### src/rtl/tec8_beat_gen.sv
// tec8_beat_gen: beat (W1/W2/W3) and phase (T1/T2/T3) timing generator
// for the hard-wired controller. Starts on a synchronised QD press and
// honours SHORT / LONG / STOP at the T3 cycle of each beat.
// Optional feature macro: BEAT_SINGLE_STEP_EN adds the DP input. When DP=1
// at T3, the block advances the beat and then halts, just as it does for STOP.
//
// Handshake with the controller: there is no valid/ready pair. W is stable
// for the whole beat, and SHORT/LONG/STOP are sampled only on the clock
// edge that ends T3. The controller may therefore drive them combinationally
// from W and T.
module tec8_beat_gen (
    input  logic        CLK,
    input  logic        CLR,
    input  logic        QD,
    input  logic        SHORT,
    input  logic        LONG,
    input  logic        STOP,
`ifdef BEAT_SINGLE_STEP_EN
    input  logic        DP,
`endif
    output logic [2:0]  W,
    output logic [2:0]  T,
    output logic        RUN,
    output logic [15:0] BEATS
);

    typedef enum logic [1:0] {
        PH_T1 = 2'd0,
        PH_T2 = 2'd1,
        PH_T3 = 2'd2
    } phase_t;

    phase_t      phase;
    phase_t      phase_nx;
    logic        run_nx;
    logic [2:0]  w_nx;
    logic [15:0] beats_nx;

    logic        qd_s1;
    logic        qd_s2;
    logic        qd_prev;
    logic [1:0]  sync_vld;
    logic        qd_rise;
    logic        halt_req;

`ifdef BEAT_SINGLE_STEP_EN
    assign halt_req = STOP | DP;
`else
    assign halt_req = STOP;
`endif

    // QD synchroniser and edge detector. qd_prev resets high and only starts
    // tracking once qd_s2 holds a real sample. As a result, a button held
    // down through CLR is not mistaken for a fresh press.
    always_ff @(posedge CLK or posedge CLR) begin
        if (CLR) begin
            qd_s1    <= 1'b0;
            qd_s2    <= 1'b0;
            qd_prev  <= 1'b1;
            sync_vld <= 2'b00;
        end else begin
            qd_s1    <= QD;
            qd_s2    <= qd_s1;
            sync_vld <= {sync_vld[0], 1'b1};
            if (sync_vld[1]) begin
                qd_prev <= qd_s2;
            end
        end
    end

    assign qd_rise = sync_vld[1] & qd_s2 & ~qd_prev;

    // State register: run flag, phase, beat and completed-beat counter.
    always_ff @(posedge CLK or posedge CLR) begin
        if (CLR) begin
            RUN   <= 1'b0;
            phase <= PH_T1;
            W     <= 3'b001;
            BEATS <= 16'd0;
        end else begin
            RUN   <= run_nx;
            phase <= phase_nx;
            W     <= w_nx;
            BEATS <= beats_nx;
        end
    end

    // Next state: step the phases while running, advance the beat at the
    // end of T3, and start on a QD press while halted.
    always_comb begin
        run_nx   = RUN;
        phase_nx = phase;
        w_nx     = W;
        beats_nx = BEATS;
        if (RUN) begin
            case (phase)
                PH_T1: phase_nx = PH_T2;
                PH_T2: phase_nx = PH_T3;
                default: begin
                    phase_nx = PH_T1;
                    beats_nx = BEATS + 16'd1;
                    case (W)
                        3'b001:  w_nx = SHORT ? 3'b001 : 3'b010;
                        3'b010:  w_nx = LONG  ? 3'b100 : 3'b001;
                        default: w_nx = 3'b001;
                    endcase
                    if (halt_req) begin
                        run_nx = 1'b0;
                    end
                end
            endcase
        end else if (qd_rise) begin
            run_nx   = 1'b1;
            phase_nx = PH_T1;
        end
    end

    // Phase pulse decode: one-hot while running, all zero when halted.
    always_comb begin
        T = 3'b000;
        if (RUN) begin
            case (phase)
                PH_T1:   T = 3'b001;
                PH_T2:   T = 3'b010;
                default: T = 3'b100;
            endcase
        end
    end

endmodule

### config.mk
export PLATFORM = sky130hd
export DESIGN_NAME = tec8_beat_gen
export DESIGN_NICKNAME = d
export VERILOG_FILES = /design/src/rtl/tec8_beat_gen.sv
export SDC_FILE = /design/constraint.sdc
export NUM_CORES = 1
export LEC_CHECK = 0
export CORE_MARGIN = 2
export CORE_UTILIZATION = 47
export DETAILED_ROUTE_END_ITERATION = 8
export PLACE_DENSITY_LB_ADDON = 0.15
export SLEW_MARGIN = 20
export SYNTH_ARGS = -nofsm -noshare
export SYNTH_HDL_FRONTEND = slang
export SYNTH_SLANG_ARGS = --single-unit
### constraint.sdc
create_clock -name CLK -period 1.47 [get_ports CLK]
set_input_delay 0.147 -clock CLK [delete_from_list [all_inputs] [get_ports CLK]]
set_output_delay 0.147 -clock CLK [all_outputs]
set_load 0.05 [all_outputs]
* Word-level counts from Yosys, hierarchy flattened
Cells that the tools add are included.
** Word-level totals
- Logic and storage cells :: 32
- Input bits :: 6
- Flip-flop bits (word level) :: 27
** Operators by class
- Reductions and logical operators :: 4
- Bitwise logic cells :: 4
- $add $sub $neg :: 1
- Multiplexer cells :: 12
- Equality and inequality tests :: 3
** Operators with widths (count)
- adder 16 x 1 -> 16 bit (second input constant) :: 1
- case mux 3 bit (2 select lines) :: 2
- 2-to-1 mux 2 bit :: 3
- 2-to-1 mux 3 bit :: 2
- 2-to-1 mux 1 bit :: 4
- case mux 2 bit (2 select lines) :: 1
- equality test 3 x 1 -> 1 bit (second input constant) :: 1
- equality test 3 x 2 -> 1 bit (second input constant) :: 1
- bitwise AND 1 bit :: 2
- equality test 2 x 1 -> 1 bit (second input constant) :: 1
- logical NOT 2 bit :: 1
- inverter 1 bit :: 2
- AND reduction 2 bit :: 1
- nonzero test 2 bit :: 1
- OR reduction 2 bit :: 1

* Logic depth before layout (Yosys ltp)
- Word-level depth :: 4
- Depth in mapped cells :: 5
- Mapped depth without buffers :: 5

* Worst setup path before layout
Ideal clock, no wire load.
- Path type :: flip-flop to flip-flop
- Start point :: register RUN
- End point :: register phase[0]
- Setup time :: 0.071 ns
- Period minus slack after synthesis :: 2.178 ns
- Slack :: -0.708 ns
- Cell stages (with the launch flop) :: 3
- Arrival :: 2.107 ns
- Cells stage by stage :: dfrtp_1 nor3b_1 a21o_1
** On the way
- Cells in the longest elaborated chain, start to end :: 1
- Elaborated cells on any way between the ends :: 2
- Classes of those cells :: mux (1); reduce/logical (1)
** Ends and longest elaborated chain
- start: declaration :: RTL line 23 : output logic RUN,
- start signal: assignment :: RTL line 81 : RUN <= run_nx;
- 2-to-1 mux 2 bit or nonzero test 2 bit (tied branches)
- end signal: assignment :: RTL line 82 : phase <= phase_nx;
- end: declaration :: RTL line 33 : phase_t phase;
Several ways; a longest one is shown, not always the timed one.
A chain may end at the register's enable or synchronous reset.

* Worst setup path in the final report
- Start point :: register phase[1]
- End point :: output port T[0]
** On the way
- Cells in the longest elaborated chain, start to end :: 3
- Elaborated cells on any way between the ends :: 4
- Classes of those cells :: eq/ne (1); mux (2); reduce/logical (1)
** Ends and longest elaborated chain
- equality test 2 x 1 -> 1 bit or logical NOT 2 bit (tied branches) :: RTL line 122 : case (phase)
- case mux 3 bit (2 select lines) (*) :: RTL line 122
- 2-to-1 mux 3 bit (*) :: RTL line 121 : if (RUN) begin
- end: declaration :: RTL line 22 : output logic [2:0] T,
Mark *: on every way between the ends. The rest lies on a longest branch, timed or not.

==> metrics.yaml <==
sta:
  hold_slack_ps: 153
  rsz0062_at_grt: "yes"
  finalHoldViolCount: 0
  drv_slew: 0
  fin_crit_sh_pct: 97.0
  period_minus_slack_ps: 1430
  skew_ps: 5.56
  setup_viol: 0
  fmax_mhz: 701
critical_path:
  crit_slowest_cell: "dfrtp_1"
  cpPeakStageDelay_ps: 420
  crit_type: "register to output port"
  start_kind: "register"
  path_max_fanout: 3
  regToRegStartpoint: "phase[1]"
  cp-startpoint: "phase[1]"
  required_ps: 1320
  crit_path_end_kind: "output port"
  cp_cell_sequence: "buf_6 > nor3b_4 > buf_12"
  cp_data_arrival_time_ps: 1280
layout:
  post-route-util_pct: 72.8
  areaGrowthSynthToFinish_pct: 43.7
  fin_area_sq_mm: 0.00164
  final_cells: 159
  layout_commonest_cell: "dfrtp_1"
  fill_cells: 167
  design.final.nets: 139
  drive_above_1_share_pct: 38.2
  layout_common_cells: "17 x dfrtp_1, 15 x buf_4, 12 x nand2_1, 12 x buf_12, 10 x xnor2_1"
  num_antenna_cells: 0
routing:
  detail-route-antenna-nets: 0
  routed_wl_um: 2050
  routed_via_density: 5.13
  wl_per_cell_um: 12.9
  drc: 0
  drt_first_pass_iters: 3
  drt_iter0_markers: 3
  via_count: 815
synth:
  syn_nets: 101
  synth_area_sq_mm: 0.00114
  ys_ff_latch: 27
  synth_cell_types: 29
  avgSynthCellArea_sq_um: 12.2
  ys_seq_area_share_pct: 59.4
  yosysWarnings: 0
  postSynthCellCount: 94
grt:
  grt_max_degree: 28
  grt_pass1_vias: 818
  grt_pass1_wl_um: 3580
  antenna_found_initial: 0
  grt_remaining_overflow: 0
  track_usage_pct: 18.0
power:
  p_leak_nw: 0.789
  irDropWorstVdd_uv: 1550
  p_total_mw: 2.95
  power_density_mw_per_mm2: 1790
cts:
  cts_buffer_depth: 2
  cts_tree: "done"
  cts.sinks: 27
  htree_levels: 1
  cts-root-buf: "clkbuf_4"
  cts_hold_buf: 0
  numCtsBuffers: 3
  path_clk_slew_ps: 130
  insertion_delay_ps: 320
die:
  io_pins: 29
  start_util_pct: 50.7
  die_y_um: 53.3
  core-area_sq_mm: 0.00225
  die-area_sq_mm: 0.00284
  placementRows: 17
  die_w_um: 53.3
place:
  place_area_sq_mm: 0.00160
  placed_cells: 153
  dp_hpwl_um: 1550
  gp_congestion: 0.764
  io_buffers: 28
worst_hold_path:
  hold_class: "primary input to async pin"
status:
  status: "finished clean"
job:
  cap_violations: 0
## cells by family after synthesis
logic type	Yosys count	share of synthesized area, %
AND/OR/NAND/NOR	38	21.2
flip-flops	27	59.4
XOR/XNOR	15	11.5
AO/OA/AOI/OAI	9	5.04
buffers and inverters	3	1.42
adder cells (fa/ha/maj)	1	1.10
other	1	0.328
## state kept, by name, indices dropped and copies added, names as in the netlist
register and cells:
BEATS 16, qd_s2 1, RUN 1, sync_vld 2, qd_prev 1, W 3, qd_s1 1, phase 2
## critical path: cells and delay by family (launching register included)
| family | cells | cell delay, ps |
|---|---|---|
| flops | 1 | 420 |
| simple gates | 1 | 230 |
| buf+inv | 2 | 310 |
## synthesized netlist by cell type
| master | count | area, sq um |
|---|---|---|
| a21o_1 | 3 | 22.5 |
| a21oi_1 | 2 | 10.0 |
| a31oi_1 | 1 | 6.26 |
| and3_1 | 2 | 12.5 |
| and3_4 | 1 | 11.3 |
| and4_1 | 2 | 17.5 |
| conb_1 | 1 | 3.75 |
| dfrtp_1 | 25 | 626 |
| dfstp_2 | 2 | 52.6 |
| ha_1 | 1 | 12.5 |
| inv_1 | 2 | 7.51 |
| inv_6 | 1 | 8.76 |
| nand2_1 | 12 | 45.0 |
| nand2_4 | 1 | 11.3 |
| nand2b_1 | 1 | 6.26 |
| nand3_1 | 2 | 10.0 |
| nand4_1 | 5 | 31.3 |
| nand4_2 | 1 | 12.5 |
| nand4_4 | 1 | 21.3 |
| nor2_1 | 5 | 18.8 |
| nor3_1 | 1 | 5.00 |
| nor3_2 | 1 | 10.0 |
| nor3_4 | 1 | 16.3 |
| nor3b_1 | 1 | 7.51 |
| nor4_1 | 1 | 6.26 |
| o21ai_0 | 2 | 10.0 |
| o22a_1 | 1 | 8.76 |
| xnor2_1 | 10 | 87.6 |
| xor2_1 | 5 | 43.8 |
## per-stage QoR
stage / setup TNS [ps] / setup WS, ps
detailed placement: 0 / 148
global route: -9.80 / -9.80
CTS: 0 / 8.12
global placement: 0 / 194
floorplan: 0 / 4.06
finish: 0 / 44.1
## metal layers
metal	GRT usage (%)	vias to the layer above	share of wire (%)
met2	26.7	16	47
li1	-	397	-
met5	0	-	0
met3	5.93	5	4.9
met4	9.83	0	2.2
met1	23.0	397	46
## area by class of cell
| type | count | area [sq um] | share of cell area [%] |
|---|---|---|---|
| multi-input cells | 64 | 462 | 28.1 |
| well taps | 28 | 35.0 | 2.13 |
| clock buffers | 4 | 26.3 | 1.60 |
| inverters | 3 | 16.3 | 0.991 |
| flip-flops and latches | 27 | 688 | 41.9 |
| repair buffers | 33 | 414 | 25.2 |
## path summary, 6_finish.rpt
| kind | slack (ps) | cells after the start | end |
|---|---|---|---|
| min reg2reg | 370 | 0 | qd_s2 |
| max in group asynchronous | 1030 | 3 | W[0] |
| max reg2reg | 120 | 5 | BEATS[9] |
| min in group CLK | 250 | 1 | qd_s1 |
| min | 150 | 3 | BEATS[9] |
| max | 40 | 3 | T[0] |
## where the power goes
part	leakage (nW)	total, mW	internal, mW	switching [mW]
Clock	0.0150	0.312	0.106	0.205
Sequential	0.337	1.14	0.912	0.224
Combinational	0.437	1.50	0.660	0.838
Total	0.789	2.95	1.68	1.27
## repair_timing
item,4_1_cts,5_1_grt
setup endpoints to repair,1,1
resized for setup,0,1
pin swaps,0,1
buffers inserted,1,1
(Power assumes the default switching activity.)
